`src/rtl/iir_pkg.sv`:
```
// Shared widths and FSM encoding for the IIR tap accumulator and related filter stages.
package iir_pkg;
  localparam int DATA_W_DEF = 4;
  localparam int ACC_W_DEF  = 8;
  localparam int NTAPS_DEF  = 5;

  typedef enum logic [1:0] {
    IDLE = 2'd0,
    ACC  = 2'd1,
    DONE = 2'd2
  } state_t;
endpackage

```
`src/rtl/iir_sat.sv`:
```
// Clips a signed ACC_W accumulator into the signed DATA_W output range and flags clipping.
module iir_sat #(
  parameter int ACC_W  = 8,
  parameter int DATA_W = 4
) (
  input  logic signed [ACC_W-1:0]  i_acc,
  output logic        [DATA_W-1:0] o_y,
  output logic                     o_sat
);
  localparam logic signed [ACC_W-1:0] LIM_HI = ACC_W'((1 << (DATA_W - 1)) - 1);
  localparam logic signed [ACC_W-1:0] LIM_LO = -LIM_HI - ACC_W'(1);

  logic w_hi;
  logic w_lo;

  assign w_hi = (i_acc > LIM_HI);
  assign w_lo = (i_acc < LIM_LO);

  always_comb begin
    o_y   = i_acc[DATA_W-1:0];
    o_sat = 1'b0;
    if (w_hi) begin
      o_y   = LIM_HI[DATA_W-1:0];
      o_sat = 1'b1;
    end else if (w_lo) begin
      o_y   = LIM_LO[DATA_W-1:0];
      o_sat = 1'b1;
    end
  end
endmodule

```
`src/rtl/iir_tap_acc.sv`:
```
// Sums NTAPS signed product beats (add or subtract) into one saturated output sample per frame.
// Handshake: a transfer happens on a rising edge where valid && ready; valid, once high, holds its payload until ready.
module iir_tap_acc
  import iir_pkg::*;
#(
  parameter int NTAPS  = NTAPS_DEF,
  parameter int ACC_W  = ACC_W_DEF,
  parameter int DATA_W = DATA_W_DEF
) (
  input  logic              clk,
  input  logic              rst,
  input  logic              in_valid,
  output logic              in_ready,
  input  logic [DATA_W-1:0] in_p,
  input  logic              in_ov,
  input  logic              in_sub,
  output logic              out_valid,
  input  logic              out_ready,
  output logic [DATA_W-1:0] out_y,
  output logic              out_ov,
  output logic              out_sat,
  output logic [1:0]        dbg_state,
  output logic [ACC_W-1:0]  dbg_acc
);
  localparam int                CNT_W = $clog2(NTAPS + 1);
  localparam logic [CNT_W-1:0] LAST  = CNT_W'(NTAPS - 1);

  state_t                   r_state;
  state_t                   w_state_nxt;
  logic signed [ACC_W-1:0]  r_acc;
  logic [CNT_W-1:0]         r_count;
  logic                     r_ov;
  logic [DATA_W-1:0]        r_out_y;
  logic                     r_out_sat;

  logic                     w_accept;
  logic                     w_last;
  logic signed [ACC_W-1:0]  w_p_ext;
  logic signed [ACC_W-1:0]  w_term;
  logic signed [ACC_W-1:0]  w_acc_nxt;
  logic [DATA_W-1:0]        w_sat_y;
  logic                     w_sat;

  assign in_ready  = (r_state != DONE);
  assign out_valid = (r_state == DONE);
  assign w_accept  = in_valid && in_ready;
  assign w_last    = (r_count == LAST);

  // Widen before negating so the most negative product flips to a positive value.
  assign w_p_ext   = ACC_W'($signed(in_p));
  assign w_term    = in_sub ? -w_p_ext : w_p_ext;
  assign w_acc_nxt = (r_state == IDLE) ? w_term : (r_acc + w_term);

  iir_sat #(
    .ACC_W  (ACC_W),
    .DATA_W (DATA_W)
  ) u_sat (
    .i_acc (w_acc_nxt),
    .o_y   (w_sat_y),
    .o_sat (w_sat)
  );

  always_ff @(posedge clk or posedge rst) begin
    if (rst) r_state <= IDLE;
    else     r_state <= w_state_nxt;
  end

  always_comb begin
    w_state_nxt = r_state;
    case (r_state)
      IDLE:    if (w_accept) w_state_nxt = w_last ? DONE : ACC;
      ACC:     if (w_accept && w_last) w_state_nxt = DONE;
      DONE:    if (out_ready) w_state_nxt = IDLE;
      default: w_state_nxt = IDLE;
    endcase
  end

  always_ff @(posedge clk or posedge rst) begin
    if (rst) begin
      r_acc     <= '0;
      r_count   <= '0;
      r_ov      <= 1'b0;
      r_out_y   <= '0;
      r_out_sat <= 1'b0;
    end else if (w_accept) begin
      r_acc   <= w_acc_nxt;
      r_count <= r_count + CNT_W'(1);
      r_ov    <= (r_state == IDLE) ? in_ov : (r_ov | in_ov);
      if (w_last) begin
        r_out_y   <= w_sat_y;
        r_out_sat <= w_sat;
      end
    end else if ((r_state == DONE) && out_ready) begin
      r_count <= '0;
    end
  end

  assign out_y     = r_out_y;
  assign out_ov    = r_ov;
  assign out_sat   = r_out_sat;
  assign dbg_state = r_state;
  assign dbg_acc   = r_acc;
endmodule

```
`config.mk`:
```
export PLATFORM = sky130hd
export DESIGN_NAME = iir_tap_acc
export DESIGN_NICKNAME = d
export VERILOG_FILES = /design/src/rtl/iir_pkg.sv /design/src/rtl/iir_sat.sv /design/src/rtl/iir_tap_acc.sv
export SDC_FILE = /design/constraint.sdc
export NUM_CORES = 1
export LEC_CHECK = 0
export ABC_AREA = 1
export CAP_MARGIN = 20
export CORE_MARGIN = 5
export CORE_UTILIZATION = 49
export CTS_BUF_LIST = sky130_fd_sc_hd__clkbuf_4
export CTS_CLUSTER_DIAMETER = 200
export DETAILED_ROUTE_END_ITERATION = 16
export PLACE_DENSITY = 0.79
export REMOVE_ABC_BUFFERS = 1
export SETUP_SLACK_MARGIN = 0.1
export SLEW_MARGIN = 30
export SYNTH_ARGS = -nofsm -noshare
export SYNTH_HDL_FRONTEND = slang
export SYNTH_SLANG_ARGS = --single-unit
```
`constraint.sdc`:
```
create_clock -name clk -period 1.7 [get_ports clk]
set_input_delay 0.34 -clock clk [delete_from_list [all_inputs] [get_ports clk]]
set_output_delay 0.34 -clock clk [all_outputs]
set_load 0.005 [all_outputs]
```
-- Word level (Yosys, flattened, before mapping)
Cells that the tools add are included.
- add/subtract/negate cells: 3
- order comparisons: 2
- eq/ne operators: 7
- multiplexer cells: 14
- bitwise logic cells: 1
- reductions and logical operators: 7
- operators by type and width (kind ; count):
    $mux 8 ; 2
    $add 8x8->8 ; 1
    $gt 8x4->1 const B ; 1
    $lt 8x4->1 const B ; 1
    $mux 2 ; 4
    $mux 4 ; 2
    $neg 4->8 ; 1
    $mux 3 ; 2
    $ne 2x2->1 const B ; 3
    $pmux 2 s3 ; 1
    $add 3x1->3 const B ; 1
    $eq 3x3->1 const B ; 1
    $logic_and 1x1->1 ; 3
    $mux 1 ; 3
    $reduce_and 3->1 ; 1
    $eq 2x1->1 const B ; 1
    $eq 2x2->1 const B ; 1
    $logic_not 2->1 ; 1
    $ne 2x1->1 const B ; 1
    $reduce_and 2->1 ; 1
    $reduce_bool 2->1 ; 1
    $or 1x1->1 ; 1
- bits in registers: 19
- input port bits: 10
- output and inout port bits: 18
- logic and storage cells: 40

-- Logic depth before layout (Yosys ltp)
- depth after elaboration: 7
- mapped depth: 18
- gate-level depth less buffers: 18

-- By module
A second synthesis with hierarchy kept.
- cells, all modules: 212
- area, all modules: 1519.0 sq um
- by module, submodules not included (module ; times used ; cells each ; area each (sq um) ; sequential area each (sq um)):
    iir_tap_acc ; 1 ; 198 ; 1457.6 ; 475.5
    iir_sat ; 1 ; 14 ; 61.3 ; 0.0

-- Worst setup path before layout
Ideal clock, no wire load.
- path kind: input to register
- start point: input in_p[0]
- end point: register r_out_y[0] (netlist: out_y[0])
- library setup time: 0.121 ns
- data arrival time: 2.093 ns
- required time: 1.579 ns
- path slack: -0.514 ns
- cell stages on the path: 18
- path buffers: 0
- cells stage by stage: inv_1 ha_1 nand2_1 o21ai_0 inv_1 fa_1 inv_1 nand3_1 nand2_1 nand2_1 nand2_1 nand2_4 nand2_4 inv_1 nor2_1 nand3_1 nand2_2 a21oi_1
- longest elaborated chain between the ends: 7
- elaborated cells between the ends (all ways): 8
- those cells by class: add/sub: 2; order compare: 2; mux: 4
- ends and longest elaborated chain (element ; RTL line ; text):
    start, declared ; iir_tap_acc.sv:14 ; input logic [DATA_W-1:0] in_p,
    $neg 4->8 ; iir_tap_acc.sv:51 ; assign w_term = in_sub ? -w_p_ext : w_p_ext;
    $mux 8 (*) ; iir_tap_acc.sv:51 ;
    $add 8x8->8 ; iir_tap_acc.sv:52 ; assign w_acc_nxt = (r_state == IDLE) ? w_term : (r_acc + w_term);
    $mux 8 (*) ; iir_tap_acc.sv:52 ;
    $lt 8x4->1 ; iir_sat.sv:17 ; assign w_lo = (i_acc < LIM_LO);
    $mux 4 ; iir_sat.sv:25 ; end else if (w_lo) begin
    $mux 4 (*) ; iir_sat.sv:22 ; if (w_hi) begin
    end signal, assigned ; iir_tap_acc.sv:90 ; r_out_y <= w_sat_y;
    end, declared ; iir_tap_acc.sv:33 ; logic [DATA_W-1:0] r_out_y;
Mark *: on every way between the ends. The rest lies on a longest branch, timed or not.
A chain may end at the register's enable or synchronous reset.

-- Worst setup path in the final report
Same ends and word-level chain as after synthesis.

==> results by group <==
STA
  – Peak Freq: 457 MHz
  – Final TNS setup: -3570 ps
  – Max-slew violations: 0
  – Worst-Margin Slew: 376 ps
  – Final number of hold-violating endpoints: 0
  – Minimum clock period: 2190 ps
  – Setup violations, final: 11
  – RSZ-0062 raised after global routing: true
  – Post-route setup slack: -487 ps
  – Period utilization: 129%
  – Worst clock skew: 4.24 ps
  – Slew headroom: 74.7%

Detailed routing
  – Vias/cell: 5.59
  – Drt total wl: 6380 um
  – TritonRoute pass-1 iters: 7
  – Post-route ant nets: 0
  – Via count: 1,933
  – DR iter-0 viols: 227
  – Drc violations: 0
  – DR WL/cell: 18.4 um

Synth
  – Compound-Gate Fraction of Synth Area: 11.6%
  – Synth warn: 0
  – Flops & latches, synth: 19
  – Mux share of post-synthesis cell area: 0%
  – Adder-cell area share of the yosys netlist: 11.0%
  – Post-synthesis sequential area ratio: 30.8%
  – Synth Area in XOR/XNOR: 0.567%
  – Post-synthesis average cell area: 7.15 um2
  – Syn Inst Count: 216
  – Simple-gate share of the synthesized area: 34.6%
  – Post-synth cell types: 27
  – Largest family of logic cells by synthesized area: simple AND/OR/NAND/NOR gates
  – Synthesized cell area: 0.00154 mm2

Power
  – Peak supply drop: 1000 uV
  – P_sw: 2.41 mW
  – P_leak: 1.37 nW
  – Seq pwr share: 17.8%
  – Cell internal pwr: 2.51 mW
  – Net Sw Frac: 49.0%
  – Clk pwr share: 5.1%
  – Pwr Total: 4.91 mW
  – Pwr dens: 1820 mW/mm2
  – Combinational Power Share: 77.1%

Clock tree
  – CTS buffer count: 3
  – CTS tree: done
  – Clk pin slew, worst setup/hold paths: 120 ps
  – Clock root buffer: clkbuf_4
  – Cts hold-fix bufs: 0
  – CTS Buffer Depth: 2
  – CTS Sinks: 19
  – Worst skew pair latency: 310 ps
  – Max H-tree Level: 1

Floorplanning
  – Core area: 0.00303 mm2
  – Ports: 28
  – Die Footprint: 0.00437 mm2
  – Die width: 66.1 um
  – Starting Density: 51.0%
  – Die Y: 66.1 um
  – Row cnt: 20

Finish
  – Area grow syn2layout: 74.7%
  – Fill cells: 142
  – Nets: 326
  – Share of cells above drive strength 1: 53.0%
  – Antenna fix cells: 0

Outcome
  – Outcome: finished with violations
  – Violated checks: setup timing

Worst setup path
  – CP required: 1920 ps
  – CP Class: in -> reg
  – Slowest stage delay, CP: 210 ps
  – Worst path arrival time: 2400 ps
  – CP Max Fanout: 4
  – Register-to-register setup slack: -380 ps
  – Critical Path End Type: register
  – Critical path's slowest cell: ha_4
  – Cell chain of the critical path: buf_8 > inv_8 > ha_4 > a21oi_4 > nand2_2 > nand2_4 > ha_4 > nand2_1 > inv_1 > a21oi_2 > nand2_1 > nand2_1 > nand2_2 > a21boi_4 > nand2_4 > nand2_2 > a21oi_2
  – CP Launch Type: input pin

Global routing
  – Initial antenna violation count: 0
  – All-Layer GR Usage: 26.2%
  – Total gr overflow: 0
  – Largest net degree at the start of global routing: 20
  – First-pass GRT wire length: 8780 um
  – Vias in the first global route: 1,931

Placed design
  – Post-DP HPWL: 3000 um
  – IO Port Bufs: 27
  – Final Wtd Congestion: 0.909

Run
  – Max-cap violations: 0

Min path
  – Worst Hold Class: in -> async
## path summary, 6_finish.rpt
kind	start	end	depth (start not counted)
max	in_p[0]	out_y[0]	17
min	rst	out_y[3]	3
max reg2reg	dbg_acc[0]	out_y[0]	14
min reg2reg	out_ov	out_ov	2
max in group asynchronous	rst	dbg_state[0]	3
min in group clk	out_ov	out_ov	2
## cells in the mapped netlist
cell type  instances  area (um2)
nand2_1           66         248
inv_1             38         143
o21ai_0           20         100
dfrtp_1           19         475
nand3_1           16        80.1
ha_1              12         150
a21oi_1            7        35.0
nand2_2            6        37.5
nor2_4             4        45.0
or2_2              4        25.0
inv_2              3        11.3
nand2_4            3        33.8
nor2_1             3        11.3
nand3_2            2        20.0
a21boi_1           1        7.51
a21boi_2           1        11.3
a21oi_2            1        8.76
buf_2              1        5.00
buf_6              1        11.3
fa_1               1        20.0
inv_4              1        6.26
nand3b_1           1        7.51
nand4_1            1        6.26
nor2_8             1        20.0
o31ai_1            1        7.51
o32ai_1            1        8.76
xor2_1             1        8.76
## critical path: cells and delay by family
kind	cells	cell delay (ps)
AND/OR/NAND/NOR	8	810
adder cells (fa/ha/maj)	2	380
buffers and inverters	3	210
AO/OA/AOI/OAI	4	660
## placed cells by master, fill, tap and decap left out, types with 3 or more instances in the layout
master           instances
o21ai_0                  9
buf_4                   53
clkbuf_4                 3
or2_2                    4
ha_4                     9
inv_4                    4
o21ai_1                  6
nand2_1                 45
ha_1                     3
a21oi_2                  4
dlygate4sd2_1            9
nand3_1                  8
dfrtp_1                 18
nand2_4                 10
clkdlybuf4s50_1         10
nand2_2                 20
inv_2                   11
inv_1                   25
buf_6                    5
o21ai_2                  5
nand3_2                  4
nand3_4                  6
nor2_4                   5
## logic make-up after synthesis
logic type,after synthesis
adder cells (fa/ha/maj),13
AO/OA/AOI/OAI,32
buffers and inverters,44
flip-flops,19
AND/OR/NAND/NOR,107
XOR/XNOR,1
## routing by layer
metal,wire (um),share of wire (%),track usage (%),up-vias
li1,-,-,-,850
met1,2320,36,29.5,901
met2,3140,49,45.5,129
met3,445,7.0,5.10,53
met4,482,7.6,15.0,0
met5,0,0,0,-
## sequential cells by signal, indices dropped and copies added (netlist names)
register / flops
dbg_state: 2
r_count: 3
out_y: 4
out_ov: 1
dbg_acc: 8
out_sat: 1
## power by group through the flow
stage               Combinational (mW)  Sequential [mW]  Clock, mW
global route                      4.05            0.895      0.283
CTS                               2.86            0.829      0.249
global placement                  2.44            0.840          0
finish                            3.79            0.872      0.252
floorplan                         1.39            0.852          0
detailed placement                2.51            0.843          0
## area by class of cell
type	instances	area, um2	area share, %
clock buffer	3	22.5	0.835
clock inverter	1	5.00	0.186
inverter	42	183	6.77
multi-input combinational	153	1250	46.5
sequential	19	477	17.7
tap	44	55.1	2.04
timing repair buffer	84	702	26.0
## per-stage QoR
| stage | std cells | hold slack, ps | util, % | worst slack, ps | cell area (um2) |
|---|---|---|---|---|---|
| 4_1_cts | 339 | 351 | 79.9 | -267 | 2420 |
| 5_1_grt | 346 | 390 | 89.1 | -520 | 2700 |
| 3_5_place_dp | 318 | 506 | 69.4 | -1210 | 2100 |
| 2_1_floorplan | 214 | 291 | - | -517 | 1530 |
| 6_report | 346 | 368 | 89.1 | -487 | 2700 |
| 3_3_place_gp | 318 | 500 | 69.4 | -1110 | 2100 |
## timing repair
action	CTS	global route
setup endpoints to repair	23	18
buffers inserted	17	7
pin swaps	29	33
gates resized for setup	87	62
Power figures use the tool's default switching activity.
